**src/rtl/disp_pkg.sv**
```systemverilog
// Shared definitions for the score display controller.
//
// Contents:
//   NUM_DIGITS    number of multiplexed seven-segment digits
//   MAX_SCORE     largest displayable score; larger inputs saturate to it
//   SEG_BLANK     segment pattern with every segment dark
//   SEG_0..SEG_9  active-low segment patterns, bit order {a,b,c,d,e,f,g}
//   conv_state_e  state encoding of the binary-to-BCD converter
//   seg_decode()  BCD nibble to segment pattern; non-decimal nibbles go dark
//   saturate()    clamps a 14-bit binary score to MAX_SCORE
package disp_pkg;

    localparam int          NUM_DIGITS = 4;
    localparam logic [13:0] MAX_SCORE  = 14'd9999;

    localparam logic [6:0] SEG_BLANK = 7'b111_1111;

    localparam logic [6:0] SEG_0 = 7'b000_0001;
    localparam logic [6:0] SEG_1 = 7'b100_1111;
    localparam logic [6:0] SEG_2 = 7'b001_0010;
    localparam logic [6:0] SEG_3 = 7'b000_0110;
    localparam logic [6:0] SEG_4 = 7'b100_1100;
    localparam logic [6:0] SEG_5 = 7'b010_0100;
    localparam logic [6:0] SEG_6 = 7'b010_0000;
    localparam logic [6:0] SEG_7 = 7'b000_1111;
    localparam logic [6:0] SEG_8 = 7'b000_0000;
    localparam logic [6:0] SEG_9 = 7'b000_0100;

    typedef enum logic [1:0] {
        IDLE   = 2'd0,
        SHIFT  = 2'd1,
        COMMIT = 2'd2
    } conv_state_e;

    function automatic logic [6:0] seg_decode(input logic [3:0] digit);
        logic [6:0] pattern;
        case (digit)
            4'd0:    pattern = SEG_0;
            4'd1:    pattern = SEG_1;
            4'd2:    pattern = SEG_2;
            4'd3:    pattern = SEG_3;
            4'd4:    pattern = SEG_4;
            4'd5:    pattern = SEG_5;
            4'd6:    pattern = SEG_6;
            4'd7:    pattern = SEG_7;
            4'd8:    pattern = SEG_8;
            4'd9:    pattern = SEG_9;
            default: pattern = SEG_BLANK;
        endcase
        return pattern;
    endfunction

    function automatic logic [13:0] saturate(input logic [13:0] value);
        return (value > MAX_SCORE) ? MAX_SCORE : value;
    endfunction

endpackage

```
**src/rtl/bin2bcd_seq.sv**
```systemverilog
// Sequential 14-bit binary to 4-digit BCD converter (shift-add-3).
//
// A start pulse in IDLE captures bin_in and runs one shift per input bit,
// MSB first, for 14 cycles, then spends one COMMIT cycle presenting the
// finished result with done=1. start is ignored while a conversion runs.
//
// Ports:
//   clk      system clock, rising edge
//   rst      synchronous active-high reset; aborts any conversion
//   start    one-cycle request to convert bin_in (honoured only in IDLE)
//   bin_in   binary value to convert; caller keeps it <= 9999
//   busy     high whenever the converter is not in IDLE
//   done     high during the COMMIT cycle; bcd_out is final then
//   bcd_out  BCD accumulator, digit 0 in bits [3:0]
module bin2bcd_seq
    import disp_pkg::*;
(
    input  logic        clk,
    input  logic        rst,
    input  logic        start,
    input  logic [13:0] bin_in,
    output logic        busy,
    output logic        done,
    output logic [15:0] bcd_out
);

    localparam logic [3:0] LAST_ITER = 4'd13;

    conv_state_e state_q, state_d;
    logic [13:0] bin_q,   bin_d;
    logic [15:0] bcd_q,   bcd_d;
    logic [3:0]  iter_q,  iter_d;

    // Every nibble that is 5 or more gets +3 before the shift, so the
    // doubling carries into the next decimal digit instead of leaving
    // a non-decimal value behind.
    logic [15:0] bcd_adj;

    for (genvar gi = 0; gi < NUM_DIGITS; gi++) begin : g_adj
        assign bcd_adj[4*gi +: 4] = (bcd_q[4*gi +: 4] >= 4'd5)
                                  ? bcd_q[4*gi +: 4] + 4'd3
                                  : bcd_q[4*gi +: 4];
    end

    always_comb begin
        state_d = state_q;
        bin_d   = bin_q;
        bcd_d   = bcd_q;
        iter_d  = iter_q;

        case (state_q)
            IDLE: begin
                if (start) begin
                    bin_d   = bin_in;
                    bcd_d   = '0;
                    iter_d  = '0;
                    state_d = SHIFT;
                end
            end

            SHIFT: begin
                // {bcd, bin} shifted left as one 30-bit register.
                bcd_d  = {bcd_adj[14:0], bin_q[13]};
                bin_d  = {bin_q[12:0], 1'b0};
                iter_d = iter_q + 4'd1;
                if (iter_q == LAST_ITER) begin
                    state_d = COMMIT;
                end
            end

            COMMIT: begin
                state_d = IDLE;
            end

            default: begin
                state_d = IDLE;
            end
        endcase
    end

    always_ff @(posedge clk) begin
        if (rst) begin
            state_q <= IDLE;
            bin_q   <= '0;
            bcd_q   <= '0;
            iter_q  <= '0;
        end else begin
            state_q <= state_d;
            bin_q   <= bin_d;
            bcd_q   <= bcd_d;
            iter_q  <= iter_d;
        end
    end

    assign busy    = (state_q != IDLE);
    assign done    = (state_q == COMMIT);
    assign bcd_out = bcd_q;

endmodule

```
**src/rtl/score_display_ctrl.sv**
```systemverilog
// Breakout score display controller for a 4-digit multiplexed
// seven-segment display.
//
// A score_load pulse hands the (saturated) score to the BCD converter.
// When the conversion commits, all four digit registers update at once.
// Independently, a refresh counter steps the scan index through the
// digits, and a registered output stage drives one anode at a time with
// the decoded segments. Leading zeros can optionally be blanked.
//
// Parameters:
//   REFRESH_CNT    clocks each digit stays selected (>= 2)
//   BLANK_LEADING  1 = dark leading zeros, 0 = always show four digits
//
// Ports:
//   clk         system clock, rising edge
//   rst         synchronous active-high reset
//   score_in    binary score, values above 9999 shown as 9999
//   score_load  one-cycle strobe capturing score_in (ignored while busy)
//   busy        high while a conversion is in progress
//   an          digit anodes, active low, an[0] = units digit
//   seg         segments, active low, {a,b,c,d,e,f,g}
//   dp          decimal point, active low, permanently off
module score_display_ctrl
    import disp_pkg::*;
#(
    parameter int REFRESH_CNT   = 100000,
    parameter bit BLANK_LEADING = 1'b1
) (
    input  logic                  clk,
    input  logic                  rst,
    input  logic [13:0]           score_in,
    input  logic                  score_load,
    output logic                  busy,
    output logic [NUM_DIGITS-1:0] an,
    output logic [6:0]            seg,
    output logic                  dp
);

    localparam int CNT_W = (REFRESH_CNT > 1) ? $clog2(REFRESH_CNT) : 1;
    localparam logic [CNT_W-1:0] CNT_LAST = CNT_W'(REFRESH_CNT - 1);

    // ------------------------------------------------------------------
    // Converter
    // ------------------------------------------------------------------
    logic        conv_busy;
    logic        conv_done;
    logic [15:0] conv_bcd;

    bin2bcd_seq u_bin2bcd (
        .clk     (clk),
        .rst     (rst),
        .start   (score_load),
        .bin_in  (saturate(score_in)),
        .busy    (conv_busy),
        .done    (conv_done),
        .bcd_out (conv_bcd)
    );

    // ------------------------------------------------------------------
    // State
    // ------------------------------------------------------------------
    logic [4*NUM_DIGITS-1:0] digit_q,       digit_d;
    logic [CNT_W-1:0]        refresh_cnt_q, refresh_cnt_d;
    logic [1:0]              scan_idx_q,    scan_idx_d;
    logic [NUM_DIGITS-1:0]   an_q,          an_d;
    logic [6:0]              seg_q,         seg_d;

    // ------------------------------------------------------------------
    // Leading-zero detection: digit k is a leading zero when it and every
    // digit above it is zero. Each slot looks at its own upper slice so
    // there is no ripple chain between digits. Digit 0 always shows.
    // ------------------------------------------------------------------
    logic [NUM_DIGITS-1:0] digit_blank;

    for (genvar gi = 0; gi < NUM_DIGITS; gi++) begin : g_blank
        if (gi == 0) begin : g_units
            assign digit_blank[gi] = 1'b0;
        end else begin : g_upper
            assign digit_blank[gi] = BLANK_LEADING &&
                (digit_q[4*NUM_DIGITS-1 : 4*gi] == '0);
        end
    end

    logic [3:0] sel_digit;
    assign sel_digit = digit_q[4*scan_idx_q +: 4];

    always_comb begin
        digit_d       = digit_q;
        refresh_cnt_d = refresh_cnt_q;
        scan_idx_d    = scan_idx_q;
        an_d          = an_q;
        seg_d         = seg_q;

        // All four digits take the converter result in the same cycle so
        // the display never shows a half-updated score.
        if (conv_done) begin
            digit_d = conv_bcd;
        end

        if (refresh_cnt_q == CNT_LAST) begin
            refresh_cnt_d = '0;
            scan_idx_d    = scan_idx_q + 2'd1;
        end else begin
            refresh_cnt_d = refresh_cnt_q + CNT_W'(1);
        end

        // Output stage reflects the scan index and digits as they stand
        // this cycle; a commit coinciding with a scan wrap shows up on the
        // following registered output for the newly selected digit.
        if (digit_blank[scan_idx_q]) begin
            an_d  = '1;
            seg_d = SEG_BLANK;
        end else begin
            an_d  = ~(NUM_DIGITS'(1) << scan_idx_q);
            seg_d = seg_decode(sel_digit);
        end
    end

    always_ff @(posedge clk) begin
        if (rst) begin
            digit_q       <= '0;
            refresh_cnt_q <= '0;
            scan_idx_q    <= '0;
            an_q          <= '1;
            seg_q         <= SEG_BLANK;
        end else begin
            digit_q       <= digit_d;
            refresh_cnt_q <= refresh_cnt_d;
            scan_idx_q    <= scan_idx_d;
            an_q          <= an_d;
            seg_q         <= seg_d;
        end
    end

    assign busy = conv_busy;
    assign an   = an_q;
    assign seg  = seg_q;
    assign dp   = 1'b1;

endmodule
```
**config.mk**
```make
export PLATFORM = sky130hd
export DESIGN_NAME = score_display_ctrl
export DESIGN_NICKNAME = d
export VERILOG_FILES = /design/src/rtl/disp_pkg.sv /design/src/rtl/bin2bcd_seq.sv /design/src/rtl/score_display_ctrl.sv
export SDC_FILE = /design/constraint.sdc
export NUM_CORES = 1
export LEC_CHECK = 0
export CAP_MARGIN = 20
export CORE_AREA = 2 2 83 125
export CTS_CLUSTER_DIAMETER = 100
export DETAILED_ROUTE_END_ITERATION = 16
export DIE_AREA = 0 0 85 127
export PLACE_DENSITY_LB_ADDON = 0.1
export SLEW_MARGIN = 10
export SYNTH_ARGS = -nofsm -noshare
export SYNTH_HDL_FRONTEND = slang
export SYNTH_SLANG_ARGS = --single-unit
export TNS_END_PERCENT = 50
```
**constraint.sdc**
```tcl
create_clock -name clk -period 2.1 [get_ports clk]
set_input_delay 0.21 -clock clk [delete_from_list [all_inputs] [get_ports clk]]
set_output_delay 0.21 -clock clk [all_outputs]
set_load 0.02 [all_outputs]
```
==> flow_summary_export.csv <==
group,metric,value,unit
outcome,outcome,"completed",
critical_path,crit_slowest_cell,"clkdlybuf4s50_1",
synth,synth.yosys.seq_area_share,43.1,%
clock_network,postCtsResizedCells,0,
synth,post_synth_inst_count,445,
floorplanning,fp-row-count,44,
critical_path,worstSetupEndpointType,"primary output",
critical_path,crit_chain,"buf_4 -> nor2_1 -> inv_1 -> clkdlybuf4s50_1",
clock_network,max-clock-path-buffers,2,
floorplanning,die_w,85,um
power_and_ir_drop,fin_total_pwr,0.00339,W
synth,library_cell_with_the_highest_instance_count_after_synthesis,"dfxtp_1",
synth,syn-cell-area,3810,um^2
synth,post_synth_and_or_nand_nor_area_fraction,20.8,%
sta,period_minus_slack,1890,ps
drt,detail_route.first_pass.iterations,4,
run,maxCapViolations,0,
synth,number_of_enable_flip_flop_cells_after_synthesis,0,
synth,synthesis.nets,483,
synth,synth_mux_area_share,3.28,%
sta,final.setup_skew,5.17,ps
clock_network,total_cts_buffers,9,
clock_network,root_cell_of_the_clock_tree,"clkbuf_16",
floorplanning,initial_utilization,39.5,%
drt,route.detailed.vias_per_inst,5.17,
power_and_ir_drop,power-per-cell-area,753,nW/um^2
layout,drive_above_1_share,8.81,%
drt,drc,0,
critical_path,timing.reg2reg.setup_slack,210,ps
global_routing,grt_max_degree,50,
sta,timing_worst_slew_pin_value,636,ps
drt,drt_first_iter_violations,122,
power_and_ir_drop,power.static_leakage,1.66,nW
power_and_ir_drop,irDropWorstVdd,448,uV
min_path,hold_class,"in -> reg",
drt,route.detailed.wl_per_inst,13.1,um
clock_network,hold_buffers,0,
clock_network,clock_slew_at_reported_path_ffs,60,ps
layout,stdcell_area,4510,um^2
sta,slew_headroom,57.6,%
synth,async_reset_ff_share,0,%
synth,synth.lib_cells_used.distinct,49,
floorplanning,core-area,9630,um^2
sta,clock.fmax,528,MHz
sta,setup-violations-final,0,
placed_design,place_inst,577,
synth,yosysWarningCount,0,
sta,rsz0062_at_grt,"false",
floorplanning,pin_count,30,
synth,post_synthesis_xor_xnor_area_fraction,5.29,%
critical_path,critPathLaunchType,"flop",
global_routing,grt_pass1_vias,2936,
clock_network,postCtsSetupBuffers,0,
synth,syn_area_per_cell,8.56,um^2
sta,setup_total_negative_slack,0,ps
synth,postSynth.topFlopCell,"dfxtp_1",
layout,final_antenna_diode_count,0,
placed_design,finalWeightedCongestion,0.753,
global_routing,grt_usage,15.6,%
sta,report.final.hold_viol_count,0,
clock_network,cts_tree,"yes",
placed_design,dp_slack,137,ps
synth,synth_compound_gate_area_share,15.3,%
placed_design,place_hpwl,5.56,mm
placed_design,port_buffers,28,
synth,yosysTopAreaCellShare,43.1,%
sta,finalWorstSetupSlack,207,ps
floorplanning,die_ar,10800,um^2
clock_network,clock_latency_at_the_later_pin_of_the_worst_skew_pair,330,ps
floorplanning,die_height,127,um
synth,netlist_top_cells_area,"dfxtp_1 43%, ha_1 6.9%, nand2_1 5.7%",
critical_path,worst-setup-path-type,"reg -> out",
global_routing,number_of_antenna_violations_at_the_first_check_in_global_routing,0,
layout,synthToLayoutAreaGrowth,18.4,%
global_routing,global_route_wire_length_before_repair,13.7,mm
critical_path,cp_data_arrival_time,1680,ps
critical_path,crit_path_max_incr_delay,600,ps
critical_path,crit_required,1890,ps
clock_network,htree_num_levels,3,
synth,synth-seq-cells,82,
synth,largest_family_of_logic_cells_by_synthesized_area,"simple AND/OR/NAND/NOR gates",
drt,dr_total_vias,3058,
sta,fin_crit_sh,90.1,%
global_routing,grt_remaining_overflow,0,
clock_network,tritoncts_num_sinks,82,
layout,fin_nets,511,
layout,final_cells,592,
drt,route.antenna.remaining_nets,0,
critical_path,worstPathMaxFanout,8,
sta,final_max_slew_viol_count,0,
synth,synth.largest_area_cell,"dfxtp_1",
drt,wl,7.78,mm
synth,synth_commonest_cells,"82 x dfxtp_1, 58 x nand2_1, 57 x nor2_1",
placed_design,dpl_cell_area,4220,um^2
synth,synth_adder_area_share,6.90,%
-- cell type report --
class,instances,area (um^2)
fillers,952,5120
well taps,115,144
repair buffers,41,385
flip-flops and latches,82,1640
inverters,21,78.8
multi-input cells,318,1970
clock buffers,12,246
clock inverters,3,40.0
-- state kept, by name, indices dropped and copies added (netlist names) --
name               cells
u_bin2bcd.bcd_out     16
u_bin2bcd.state_q      2
seg                    7
scan_idx_q             2
u_bin2bcd.iter_q       4
refresh_cnt_q         17
u_bin2bcd.bin_q       14
an                     4
digit_q               16
-- metrics by stage --
stage                     hold WS, ps  utilization (%)
after floorplan                   325                -
after global placement            446             43.8
after detailed placement          446             43.8
after CTS                         204             46.8
after global routing              210             46.8
final                             208             46.8
-- layer usage --
layer | track usage (%) | share of wire [%] | routed length, um
met5 | 0 | 0 | 0
met4 | 7.28 | 1.7 | 136
met1 | 17.2 | 42 | 3280
met3 | 3.10 | 2.8 | 217
met2 | 28.4 | 53 | 4150
-- layout by cell type (no fill, tap or decap), drive strengths merged, types with 3 or more instances in the layout --
cell type      instances
nand3                 13
nor2                  57
buf                   14
nand2b                 6
o21ai                 16
a21o                   5
nand2                 59
clkdlybuf4s50         27
clkbuf                12
nand4                  4
a222oi                 4
nor4                   5
a211oi                 9
xnor2                 16
inv                   21
o211ai                 3
mux4                   4
dfxtp                 82
a21oi                 38
ha                    21
a22oi                 10
a32oi                  3
xor2                   7
nor3                  13
or2                    5
-- worst max-delay path: cells and delay by family, from the launching register on --
kind,cells,cell delay (ps)
buffers and inverters,3,870
flip-flops,1,420
AND/OR/NAND/NOR,1,70
-- power by group --
part	leakage (nW)	switching (W)	total [W]	internal [W]
registers	0.667	0.0000287	0.00163	0.00160
clock network	0.142	0.000582	0.00152	0.000943
logic	0.852	0.000136	0.000243	0.000106
total	1.66	0.000747	0.00339	0.00265
-- final timing paths --
kind | startpoint | cells after the start | end
setup / recovery | u_bin2bcd.state_q[0] | 4 | busy
hold / removal | rst | 2 | refresh_cnt_q[4]
setup reg to reg | scan_idx_q[0] | 5 | seg[0]
hold reg to reg | u_bin2bcd.bin_q[0] | 2 | u_bin2bcd.bin_q[0]
-- cell families after synthesis --
logic type,after synthesis
xor+xnor,23
other cells,1
fa+ha+maj,21
mux,7
flops,82
simple gates,173
buf+inv,45
compound gates,93
No activity file was read; power rests on OpenSTA's default activity.
